File: config.mk
export PLATFORM = sky130hd
export DESIGN_NAME = local_port_injection_arbiter
export DESIGN_NICKNAME = d
export VERILOG_FILES = /design/src/rtl/inj_arb_pkg.sv /design/src/rtl/rr_priority_picker.sv /design/src/rtl/local_port_injection_arbiter.sv
export SDC_FILE = /design/constraint.sdc
export NUM_CORES = 1
export LEC_CHECK = 0
export CELL_PAD_IN_SITES_DETAIL_PLACEMENT = 0
export CELL_PAD_IN_SITES_GLOBAL_PLACEMENT = 2
export CORE_ASPECT_RATIO = 0.5
export CORE_MARGIN = 5
export CORE_UTILIZATION = 19
export CTS_CLUSTER_SIZE = 12
export DETAILED_ROUTE_END_ITERATION = 10
export GPL_TIMING_DRIVEN = 1
export HOLD_SLACK_MARGIN = 0.06
export PLACE_DENSITY_LB_ADDON = 0.1
export SYNTH_ARGS = -nofsm -noshare
export SYNTH_HDL_FRONTEND = slang
export SYNTH_SLANG_ARGS = --single-unit
File: constraint.sdc
create_clock -name clk -period 4.3 [get_ports clk]
set_input_delay 0.86 -clock clk [delete_from_list [all_inputs] [get_ports clk]]
set_output_delay 0.86 -clock clk [all_outputs]
set_load 0.01 [all_outputs]
File: src/rtl/inj_arb_pkg.sv
// Shared definitions for the local-port injection arbiter.
// FSM encodings, counter width and an elaboration-time clog2 helper.
package inj_arb_pkg;

    localparam logic [1:0] IDLE    = 2'b00;
    localparam logic [1:0] SEND    = 2'b01;
    localparam logic [1:0] RELEASE = 2'b10;

    localparam int CNT_W = 16;

    function automatic int clog2(input int n);
        int r;
        int v;
        r = 0;
        v = n - 1;
        while (v > 0) begin
            r++;
            v = v >> 1;
        end
        return r;
    endfunction

endpackage

File: src/rtl/rr_priority_picker.sv
// Combinational round-robin picker: first request above ptr, wrapping.
// Reports the winning index and whether any request was present.
module rr_priority_picker
    import inj_arb_pkg::*;
#(
    parameter int NUM_REQ = 4,
    parameter int IDW     = 2
) (
    input  logic [NUM_REQ-1:0] req,
    input  logic [IDW-1:0]     ptr,
    output logic [IDW-1:0]     winner,
    output logic               valid
);

    if (IDW < clog2(NUM_REQ)) begin : g_idw_check
        $error("IDW too narrow for NUM_REQ");
    end

    logic           hi_v;
    logic           lo_v;
    logic [IDW-1:0] hi_w;
    logic [IDW-1:0] lo_w;

    // Lowest set bit above ptr wins; otherwise lowest set bit overall.
    always_comb begin
        hi_v = 1'b0;
        lo_v = 1'b0;
        hi_w = '0;
        lo_w = '0;
        for (int i = NUM_REQ - 1; i >= 0; i--) begin
            if (req[i]) begin
                lo_v = 1'b1;
                lo_w = IDW'(i);
                if (i > int'(ptr)) begin
                    hi_v = 1'b1;
                    hi_w = IDW'(i);
                end
            end
        end
        valid  = lo_v;
        winner = hi_v ? hi_w : lo_w;
    end

endmodule

File: src/rtl/local_port_injection_arbiter.sv
// Shares one router Local port between NUM_REQ injectors, round-robin.
// Optional per-injector grant counters when INJ_ARB_STATS_EN is defined.
module local_port_injection_arbiter
    import inj_arb_pkg::*;
#(
    parameter int NUM_REQ   = 4,
    parameter int dataWidth = 32,
    parameter int IDW       = 2
) (
    input  logic                         clk,
    input  logic                         reset,
    input  logic [NUM_REQ-1:0]           ReqUpStr,
    input  logic [NUM_REQ*dataWidth-1:0] PacketIn,
    output logic [NUM_REQ-1:0]           GntUpStr,
    output logic                         ReqDnStr,
    input  logic                         GntDnStr,
    input  logic                         DnStrFull,
    output logic [dataWidth-1:0]         PacketOut,
    output logic [IDW-1:0]               ActiveID,
    output logic [NUM_REQ*CNT_W-1:0]     GrantCnt
);

    logic [1:0]           state_q, state_d;
    logic [IDW-1:0]       rr_ptr_q, rr_ptr_d;
    logic [dataWidth-1:0] pkt_q, pkt_d;
    logic [IDW-1:0]       id_q, id_d;
    logic                 req_dn_q, req_dn_d;
    logic [NUM_REQ-1:0]   gnt_up_q, gnt_up_d;

    logic [IDW-1:0]       win;
    logic                 win_v;
    logic [dataWidth-1:0] pkt_sel;
    logic [NUM_REQ-1:0]   act_oh;
    logic                 act_req;
    logic                 fire;

    rr_priority_picker #(
        .NUM_REQ (NUM_REQ),
        .IDW     (IDW)
    ) u_picker (
        .req    (ReqUpStr),
        .ptr    (rr_ptr_q),
        .winner (win),
        .valid  (win_v)
    );

    // Winner's packet word and one-hot decode of the active injector.
    always_comb begin
        pkt_sel = '0;
        act_oh  = '0;
        for (int i = 0; i < NUM_REQ; i++) begin
            if (win == IDW'(i)) pkt_sel = PacketIn[i*dataWidth +: dataWidth];
            act_oh[i] = (id_q == IDW'(i));
        end
        act_req = |(ReqUpStr & act_oh);
        fire    = (state_q == SEND) && GntDnStr;
    end

    // IDLE picks and latches, SEND waits for the router, RELEASE waits for the injector.
    always_comb begin
        state_d  = state_q;
        rr_ptr_d = rr_ptr_q;
        pkt_d    = pkt_q;
        id_d     = id_q;
        req_dn_d = req_dn_q;
        gnt_up_d = gnt_up_q;
        case (state_q)
            IDLE: begin
                if (win_v && !DnStrFull) begin
                    pkt_d    = pkt_sel;
                    id_d     = win;
                    req_dn_d = 1'b1;
                    state_d  = SEND;
                end
            end
            SEND: begin
                if (fire) begin
                    req_dn_d = 1'b0;
                    gnt_up_d = act_oh;
                    rr_ptr_d = id_q;
                    state_d  = RELEASE;
                end
            end
            RELEASE: begin
                if (!act_req) begin
                    gnt_up_d = '0;
                    state_d  = IDLE;
                end
            end
            default: begin
                req_dn_d = 1'b0;
                gnt_up_d = '0;
                state_d  = IDLE;
            end
        endcase
    end

    // State registers; reset discards any packet in flight.
    always_ff @(posedge clk) begin
        if (reset) begin
            state_q  <= IDLE;
            rr_ptr_q <= IDW'(NUM_REQ - 1);
            pkt_q    <= '0;
            id_q     <= '0;
            req_dn_q <= 1'b0;
            gnt_up_q <= '0;
        end else begin
            state_q  <= state_d;
            rr_ptr_q <= rr_ptr_d;
            pkt_q    <= pkt_d;
            id_q     <= id_d;
            req_dn_q <= req_dn_d;
            gnt_up_q <= gnt_up_d;
        end
    end

    assign GntUpStr  = gnt_up_q;
    assign ReqDnStr  = req_dn_q;
    assign PacketOut = pkt_q;
    assign ActiveID  = id_q;

`ifdef INJ_ARB_STATS_EN
    logic [NUM_REQ*CNT_W-1:0] cnt_q, cnt_d;

    // Count one forwarded packet for the active injector; wraps naturally.
    always_comb begin
        cnt_d = cnt_q;
        for (int i = 0; i < NUM_REQ; i++) begin
            if (fire && act_oh[i]) begin
                cnt_d[i*CNT_W +: CNT_W] = cnt_q[i*CNT_W +: CNT_W] + CNT_W'(1);
            end
        end
    end

    // Counter registers.
    always_ff @(posedge clk) begin
        if (reset) cnt_q <= '0;
        else       cnt_q <= cnt_d;
    end

    assign GrantCnt = cnt_q;
`else
    assign GrantCnt = '0;
`endif

endmodule
==> impl_results.md, run 1 <==
* Pint at 0.972 mW
* Clock sink count at 43
* Post-synthesis simple-gate area fraction at 12.2%
* Minimum clock period at 3160 ps
* Io pins at 239
* Switching share of power at 29.4%
* TNS Setup at 0 ps
* Fin nets at 644
* Port Buf Inserts at 174
* Status: complete, no violations
* Fraction of post-synthesis cell area in the top cell type by area at 27.4%
* Worst min path class: flop to flop
* Wire per inst at 15.9 um
* Core region area at 16300 um^2
* Netlist cell types at 38
* Final Non-Filler Cells at 736
* Clock root buffer: clkbuf_16
* Most common cell in the netlist: buf_4
* First-pass GRT wire length at 17600 um
* Area of the mapped netlist at 3140 um^2
* Seq/Total Area, Yosys at 27.4%
* Fraction of layout cells with a size suffix above 1 at 8.06%
* Gate Count Post-Synth at 343
* Ant diodes at 0
* Post-synth top flop: dfxtp_1
* Post-CTS setup buffer count at 0
* Htree depth at 2
* DRT Pass-1 Iters at 4
* R2R Path Start: rr_ptr_q[0]
* GRT overflow at 0
* Type of origin of the critical path: primary input
* Fin Hold WS at 473 ps
* CP arrival at 3370 ps
* # DRC at 0
* Post-Route WL at 11700 um
* CTS buffer count at 5
* Worst EP required at 4520 ps
* Number of flops mapped to enable cells by yosys at 0
* Area grow syn2layout at 60.3%
* Post-route ant nets at 0
* PostCTS Resize Cnt at 0
* Kind of critical path: primary input to flop
* Comb pwr share at 36.6%
* Setup crit end kind: flop
* Routability cong. at 0.683
* List of most frequent post-synthesis cells: buf_4, mux2i_1, dfxtp_1
* Maximum fanout along the worst path at 56
* RSZ-0062 raised after global routing: no
* Slew @ Worst Pin at 1150 ps
* Pins Over Slew Limit at 0
* CP startpoint: ReqUpStr[1]
* Die width at 192 um
* 1st-iter DRT viols at 63
* Slew headroom at 23.3%
* Die ar. at 19400 um^2
* Vias in the first global route at 3122
* Max-cap violations at 0
* Maximum VDD drop at 138 uV
* Syn avg cell area at 9.16 um^2
* Fin. Hold Viols at 0
* Synth async-reset ratio at 0%
* Ratio of total power to cell area at 273 nW/um^2
* Worst r2r path cells at 5
* Synth Area in Compound Gates at 14.9%
* Placed Cells at 728
* Via count at 2903
* Pin count of the biggest net entering global routing at 57
* Hold-fix buffer count after cts at 0
* Area contributors post-synth: dfxtp_1, mux2i_1, buf_4, mux2_2, nand3b_1
* Yosys top cell by area: dfxtp_1
* Total track usage at 11.5%
* Dpl hpwl at 8730 um
* Clk slew on worst S/H paths at 70 ps
* Cells on Worst Hold Path at 2
* Initial antenna violation count at 0
* Flops & latches, synth at 43
* Fin Clk Skew at 8.69 ps
* Fill cells at 1712
* CTS max path bufs at 2
* Psw at 0.405 mW
* Mux share of post-synthesis cell area at 26.1%
* Worst-Skew Late Latency at 290 ps
* Combinational family with the most area after synthesis: multiplexers
* Clock share of power at 30.2%
* Via density at 3.94
* Initial Utilization at 19.3%
* Endpoints failing setup at 0
* # rows at 33
* XOR/XNOR share of the synthesized area at 0%
* Max Clk Rate at 0.317 GHz
* Leakage power total at 1.90 nW
* Sequential group share of total power at 33.2%
* Final Cycle Share at 73.4%
* Hold_sp: GntUpStr[3]
* Post-synthesis adder-cell area fraction at 0%
* Die H at 101 um
* Yosys warnings at 0
* CTS tree: yes
==> power by group through the flow <==
stage          combinational, mW  clock, mW  sequential [mW]
4_1_cts                    0.515      0.432            0.458
6_report                   0.504      0.415            0.457
3_5_place_dp               0.514          0            0.466
5_1_grt                    0.549      0.454            0.462
2_1_floorplan              0.287          0            0.479
3_3_place_gp               0.515          0            0.466
==> metrics by stage <==
step / utilization, % / power, mW / cell area [um^2] / setup WS (ps)
floorplan: - / 0.766 / 3380 / 2130
global placement: 29.9 / 0.981 / 4880 / 872
detailed placement: 29.9 / 0.980 / 4880 / 806
CTS: 30.9 / 1.41 / 5040 / 1110
global route: 30.9 / 1.47 / 5040 / 942
finish: 30.9 / 1.38 / 5040 / 1140
==> routing by layer <==
layer / wire length [um] / part of all wire, % / track usage (%) / up-vias
met1: 4730 / 41 / 13.6 / 1354
li1: - / - / - / 1437
met5: 0 / 0 / 0 / -
met4: 39 / 0.33 / 1.49 / 0
met3: 702 / 6.0 / 2.35 / 2
met2: 6210 / 53 / 22.1 / 110
==> layout make-up <==
| type | count | area [um^2] | area share, % |
|---|---|---|---|
| well taps | 227 | 284 | 5.64 |
| multi-input cells | 277 | 1930 | 38.4 |
| clock buffers | 8 | 156 | 3.10 |
| repair buffers | 180 | 1800 | 35.7 |
| inverters | 1 | 3.75 | 0.0745 |
| flip-flops and latches | 43 | 861 | 17.1 |
==> logic make-up (layout without fill, tap and decap cells) <==
group                  Yosys count  after routing
buffers and inverters           86            189
multiplexers                    78             78
AO/OA/AOI/OAI                   72             72
AND/OR/NAND/NOR                 63             63
flip-flops                      43             43
other                            1             64
==> critical path, cell delays in order <==
cell,delay (ps)
clkdlybuf4s50_1,500
o21ai_0,340
o221a_4,990
mux2i_1,190
mux2_2,310
o21ai_1,130
==> placed cells by master, fill, tap and decap left out, types with 2 or more instances in the layout <==
| cell type | n |
|---|---|
| a211o_1 | 2 |
| a211oi_1 | 10 |
| a21oi_1 | 18 |
| a2bb2oi_1 | 10 |
| and3_1 | 2 |
| buf_4 | 5 |
| clkbuf_16 | 5 |
| clkbuf_8 | 2 |
| clkdlybuf4s50_1 | 174 |
| conb_1 | 64 |
| dfxtp_1 | 43 |
| mux2_2 | 22 |
| mux2i_1 | 55 |
| nand2_1 | 7 |
| nand2b_1 | 8 |
| nand3b_1 | 22 |
| nand4b_1 | 2 |
| nor2_1 | 12 |
| nor2b_1 | 2 |
| o21ai_0 | 2 |
| o21ai_1 | 23 |
==> worst paths after layout <==
check / endpoint / slack, ps
worst max-delay path: PacketOut[2] / 1140
worst min register to register: GntUpStr[3] / 470
worst max register to register: PacketOut[2] / 1970
worst min-delay path: GntUpStr[3] / 470
==> registers in the layout, indices dropped and copies added (netlist names) <==
signal / flops
GntUpStr: 4
PacketOut: 32
state_q: 2
ReqDnStr: 1
ActiveID: 2
rr_ptr_q: 2
No activity file was read; power rests on OpenSTA's default activity.
==> run 2: changes to the inputs <==
--- a/config.mk
+++ b/config.mk
@@ -9,7 +9,7 @@
 export CELL_PAD_IN_SITES_GLOBAL_PLACEMENT = 2
 export CORE_ASPECT_RATIO = 0.5
 export CORE_MARGIN = 5
-export CORE_UTILIZATION = 19
+export CORE_UTILIZATION = 16
 export CTS_CLUSTER_SIZE = 12
 export DETAILED_ROUTE_END_ITERATION = 10
 export GPL_TIMING_DRIVEN = 1
==> constraint.sdc (replaced) <==
create_clock -name clk -period 2.8 [get_ports clk]
set_input_delay 0.56 -clock clk [delete_from_list [all_inputs] [get_ports clk]]
set_output_delay 0.56 -clock clk [all_outputs]
set_load 0.01 [all_outputs]
==> impl_results.md, run 2 (synthesis results as in run 1) <==
* Type of origin of the critical path: primary input
* # DRC at 0 (unchanged)
* Routability cong. at 0.675 (-1.1%)
* Fin Hold WS at 472 ps (-0.901 ps)
* CP startpoint: ReqUpStr[3]
* Via count at 2879 (-0.83%)
* Core region area at 19400 um^2 (+19%)
* GRT overflow at 0 (unchanged)
* Io pins at 239 (unchanged)
* Wire per inst at 16.1 um (+1.4%)
* Endpoints failing setup at 0 (unchanged)
* Sequential group share of total power at 32.2% (-1.0 points)
* DRT Pass-1 Iters at 4 (unchanged)
* Fin nets at 649 (+0.78%)
* CTS max path bufs at 2 (unchanged)
* Initial Utilization at 16.2% (-3.0 points)
* Final Cycle Share at 82.1%
* Worst r2r path cells at 6 (+1)
* CTS tree: yes
* Initial antenna violation count at 0 (unchanged)
* Die width at 208 um (+8.5%)
* Post-Route WL at 12600 um (+7.5%)
* Post-route ant nets at 0 (unchanged)
* Design area at 5140 um^2 (+2.1%)
* Clk slew on worst S/H paths at 70 ps (about the same)
* Minimum clock period at 2300 ps
* Clock share of power at 31.7% (+1.5 points)
* Total track usage at 10.5% (-0.96 points)
* Comb pwr share at 36.1% (-0.5 points)
* Max-cap violations at 0 (unchanged)
* Port Buf Inserts at 174 (unchanged)
* Htree depth at 2 (unchanged)
* Final Non-Filler Cells at 780 (+6.0%)
* Placed Cells at 772 (+6.0%)
* RSZ-0062 raised after global routing: no
* Fin. Hold Viols at 0 (unchanged)
* Pins Over Slew Limit at 0 (unchanged)
* Slew headroom at 63.9% (+41 points)
* Max Clk Rate at 0.435 GHz
* # rows at 36 (+9.1%)
* Psw at 0.646 mW (+59%)
* Area grow syn2layout at 63.7%
* Setup ws final at 501 ps (-641 ps)
* Hold_sp: GntUpStr[2]
* Worst EP required at 3010 ps (-1510 ps)
* Ratio of total power to cell area at 425 nW/um^2 (+56%)
* Switching share of power at 29.5% (+0.10 points)
* Maximum VDD drop at 265 uV (+92%)
* Via density at 3.69 (-6.4%)
* Worst-Skew Late Latency at 290 ps (about the same)
* Tot Pwr at 2.19 mW (+59%)
* Fraction of layout cells with a size suffix above 1 at 9.34% (+1.3 points)
* Hold-fix buffer count after cts at 0 (unchanged)
* Post-Route Utilization at 26.6% (-4.3 points)
* Cells on Worst Hold Path at 2 (unchanged)
* Clock root buffer: clkbuf_16
* Clock sink count at 43 (unchanged)
* Commonest non-fill, non-tap cells in the layout: clkdlybuf4s50_1, conb_1, mux2i_1
* Dpl ws at 176 ps (-630 ps)
* Slew @ Worst Pin at 541 ps (-609 ps)
* Ant diodes at 0 (unchanged)
* Fill cells at 2084 (+22%)
* Pin count of the biggest net entering global routing at 34 (-40%)
* Die H at 109 um (+8.1%)
* TNS Setup at 0 ps (unchanged)
* Dpl hpwl at 9730 um (+11%)
* R2R Path Start: rr_ptr_q[1]
* Kind of critical path: primary input to flop
* Commonest non-fill, non-tap cell in the layout: clkdlybuf4s50_1
* PostCTS Resize Cnt at 0 (unchanged)
* Max FFs per register at 32 (unchanged)
* 1st-iter DRT viols at 81 (+29%)
* Die ar. at 22700 um^2 (+17%)
* Post-CTS setup buffer count at 0 (unchanged)
* First-pass GRT wire length at 18400 um (+4.4%)
* Setup crit end kind: flop
* Maximum fanout along the worst path at 10 (-82%)
* Pint at 1.54 mW (+59%)
* CP arrival at 2510 ps (-860 ps)
* Cell Area, Placed at 4970 um^2 (+1.9%)
* Status: complete, no violations
* Fin Clk Skew at 13.1 ps (+4.43 ps)
* Worst min path class: flop to flop
* CTS buffer count at 5 (unchanged)
* Vias in the first global route at 3010 (-3.6%)
* Leakage power total at 1.93 nW (+1.8%)
-- run 2: critical path, stage by stage --
cell and delay [ps]:
clkdlybuf4s50_1 520, and2b_1 260, o221a_4 270, buf_4 190, a31oi_4 340, a21oi_1 120
a211oi_1 230
-- run 2: cell type report --
| type | instances | area, um^2 | area share (%) |
|---|---|---|---|
| clock inverters | 3 | 43.8 | 0.851 |
| flip-flops and latches | 43 | 861 | 16.7 |
| multi-input cells | 277 | 1930 | 37.6 |
| inverters | 1 | 3.75 | 0.0730 |
| repair buffers | 185 | 1840 | 35.9 |
| clock buffers | 5 | 125 | 2.43 |
| well taps | 266 | 333 | 6.47 |
-- run 2: per-layer routing --
layer / vias up / GRT usage [%] / wire length, um
li1: 1445 / - / -
met1: 1347 / 12.9 / 5410
met2: 82 / 19.7 / 6570
met3: 5 / 2.13 / 502
met4: 0 / 1.55 / 72
met5: - / 0 / 0
-- run 2: power by group through the flow --
stage | Clock [mW] | Sequential (mW) | Combinational, mW
after floorplan | 0 | 0.736 | 0.440
after global placement | 0 | 0.718 | 0.805
after detailed placement | 0 | 0.719 | 0.803
after CTS | 0.720 | 0.705 | 0.807
after global routing | 0.753 | 0.714 | 0.861
final | 0.694 | 0.704 | 0.789
-- run 2: final timing paths --
| kind | endpoint | slack, ps |
|---|---|---|
| max | PacketOut[30] | 500 |
| min | GntUpStr[2] | 470 |
| max reg2reg | PacketOut[30] | 880 |
| min reg2reg | GntUpStr[2] | 470 |
==> run 3: changes to the inputs <==
--- a/config.mk
+++ b/config.mk
@@ -9,7 +9,7 @@
 export CELL_PAD_IN_SITES_GLOBAL_PLACEMENT = 2
 export CORE_ASPECT_RATIO = 0.5
 export CORE_MARGIN = 5
-export CORE_UTILIZATION = 16
+export CORE_UTILIZATION = 18
 export CTS_CLUSTER_SIZE = 12
 export DETAILED_ROUTE_END_ITERATION = 10
 export GPL_TIMING_DRIVEN = 1
==> constraint.sdc (replaced) <==
create_clock -name clk -period 2.26 [get_ports clk]
set_input_delay 0.452 -clock clk [delete_from_list [all_inputs] [get_ports clk]]
set_output_delay 0.452 -clock clk [all_outputs]
set_load 0.01 [all_outputs]
==> impl_results.md, run 3 (synthesis results as in run 1) <==
* Status: complete, no violations
* CP arrival at 2310 ps (-200 ps)
* GRT overflow at 0 (unchanged)
* Cell Area, Placed at 5080 um^2 (+2.2%)
* Area grow syn2layout at 66.0%
* Die H at 103 um (-5.2%)
* Die ar. at 20400 um^2 (-10%)
* Kind of critical path: primary input to flop
* Htree depth at 2 (unchanged)
* Worst EP required at 2460 ps (-550 ps)
* Dpl hpwl at 9570 um (-1.7%)
* Initial Utilization at 18.2% (+2.0 points)
* Wire per inst at 15.6 um (-2.8%)
* Type of origin of the critical path: primary input
* RSZ-0062 raised after global routing: no
* Fin nets at 662 (+2.0%)
* Post-Route WL at 11900 um (-5.4%)
* Minimum clock period at 2110 ps
* Max FFs per register at 32 (unchanged)
* Worst-Skew Late Latency at 290 ps (about the same)
* Total track usage at 11.1% (+0.56 points)
* Pin count of the biggest net entering global routing at 29 (-15%)
* Fill cells at 1839 (-12%)
* Post-route ant nets at 0 (unchanged)
* Commonest non-fill, non-tap cells in the layout: clkdlybuf4s50_1, conb_1, mux2i_1
* Io pins at 239 (unchanged)
* DRT Pass-1 Iters at 4 (unchanged)
* Ratio of total power to cell area at 498 nW/um^2 (+17%)
* Design area at 5220 um^2 (+1.4%)
* Critical Path Max Stage Delay at 490 ps (-30 ps)
* Crit-path slowest cell: clkdlybuf4s50_1
* Worst r2r path cells at 7 (+1)
* Die width at 197 um (-5.4%)
* Commonest non-fill, non-tap cell in the layout: clkdlybuf4s50_1
* CTS max path bufs at 2 (unchanged)
* # DRC at 0 (unchanged)
* R2R Setup Slk at 430 ps (-450 ps)
* Slew @ Worst Pin at 642 ps (+101 ps)
* Via density at 3.87 (+4.8%)
* Max Clk Rate at 0.475 GHz
* Setup crit end kind: flop
* Clk slew on worst S/H paths at 70 ps (about the same)
* Clock root buffer: clkbuf_16
* Ant diodes at 0 (unchanged)
* R2R Path Start: rr_ptr_q[1]
* Fin Clk Skew at 9.28 ps (-3.85 ps)
* Initial antenna violation count at 0 (unchanged)
* Port Buf Inserts at 174 (unchanged)
* Clock sink count at 43 (unchanged)
* Leakage power total at 1.99 nW (+3.2%)
* Worst min path class: flop to flop
* Slew headroom at 56.9% (-7.0 points)
* 1st-iter DRT viols at 63 (-22%)
* Fin. Hold Viols at 0 (unchanged)
* R2r endpoint: PacketOut[25]
* Max-cap violations at 0 (unchanged)
* Final Cycle Share at 93.2%
* First-pass GRT wire length at 17700 um (-3.6%)
* Cells on Worst Hold Path at 2 (unchanged)
* Endpoints failing setup at 0 (unchanged)
* # rows at 34 (-5.6%)
* Hold_sp: ReqDnStr
* CP Cell Sequence: clkdlybuf4s50_1 > or3b_1 > o221a_4 > buf_4 > a31oi_4 > buf_12 > a21oi_1 > a211oi_1
* Hold-fix buffer count after cts at 0 (unchanged)
* Pins Over Slew Limit at 0 (unchanged)
* CTS tree: yes
* Post-CTS setup buffer count at 0 (unchanged)
* Dpl ws at -173 ps (-349 ps)
* Setup ws final at 153 ps (-348 ps)
* CTS buffer count at 5 (unchanged)
* Routability cong. at 0.707 (+4.7%)
* Via count at 2935 (+1.9%)
* Core region area at 17300 um^2 (-11%)
* Maximum fanout along the worst path at 9 (-1)
* Endpoint, Worst Hold: ReqDnStr
* Fraction of layout cells with a size suffix above 1 at 11.0% (+1.7 points)
* Maximum VDD drop at 219 uV (-17%)
* Vias in the first global route at 3137 (+4.2%)
run 3: cell count changes in the layout (fill, tap and decap cells not counted):
cell / change
buf_4: +8
buf_12: +4
buf_6: +1
bufinv_16: -1
clkbuf_1: +1
clkinv_2: -1
clkinv_4: -1
run 3: area by class of cell:
type / count / area [um^2] / area share (%)
sequential: 43 / 861 / 16.5
clock buffer: 6 / 129 / 2.47
timing repair buffer: 198 / 2000 / 38.3
inverter: 1 / 3.75 / 0.0720
tap: 234 / 293 / 5.61
multi-input combinational: 277 / 1930 / 37.1
run 3: worst max-delay path by stage:
stage                      startpoint  slack (ps)  cells after the start       endpoint
after detailed placement  ReqUpStr[0]        -170                      7   PacketOut[4]
final                     ReqUpStr[1]         150                      8  PacketOut[25]
after global routing      ReqUpStr[1]          40                      8  PacketOut[25]
after global placement    ReqUpStr[1]        -160                      7   PacketOut[4]
after CTS                 ReqUpStr[1]         120                      7   PacketOut[4]
after floorplan           ReqUpStr[2]         490                      6   PacketOut[3]
run 3: critical path, delay by kind of cell:
family          cells  cell delay (ps)
compound gates      4              660
buf+inv             3              790
simple gates        1              390
run 3: timing repair:
item | CTS | global route
setup endpoints to repair | 0 | 5
endpoints found under the hold margin | 0 | 0
resized for setup | 0 | 1
run 3: through the flow:
stage	utilization (%)	cells	TNS (ps)	hold WS, ps	power (mW)
6_report	30.2	759	0	463	2.60
5_1_grt	30.2	759	0	481	2.76
4_1_cts	30.2	759	0	463	2.65
3_5_place_dp	29.4	753	-3060	455	1.93
3_3_place_gp	29.4	753	-3460	443	1.93
2_1_floorplan	-	406	0	459	1.46
run 3: power breakdown:
part | switching [mW] | internal (mW)
Clock | 0.299 | 0.399
Sequential | 0.0408 | 0.827
Combinational | 0.429 | 0.605
run 3: per-layer routing:
metal  vias up  global-route usage, %  part of all wire (%)
li1       1469                      -                     -
met1      1378                   13.4                    42
met2        86                   21.1                    53
met3         2                   2.30                   5.2
met4         0                   1.44                  0.34
met5         -                      0                     0
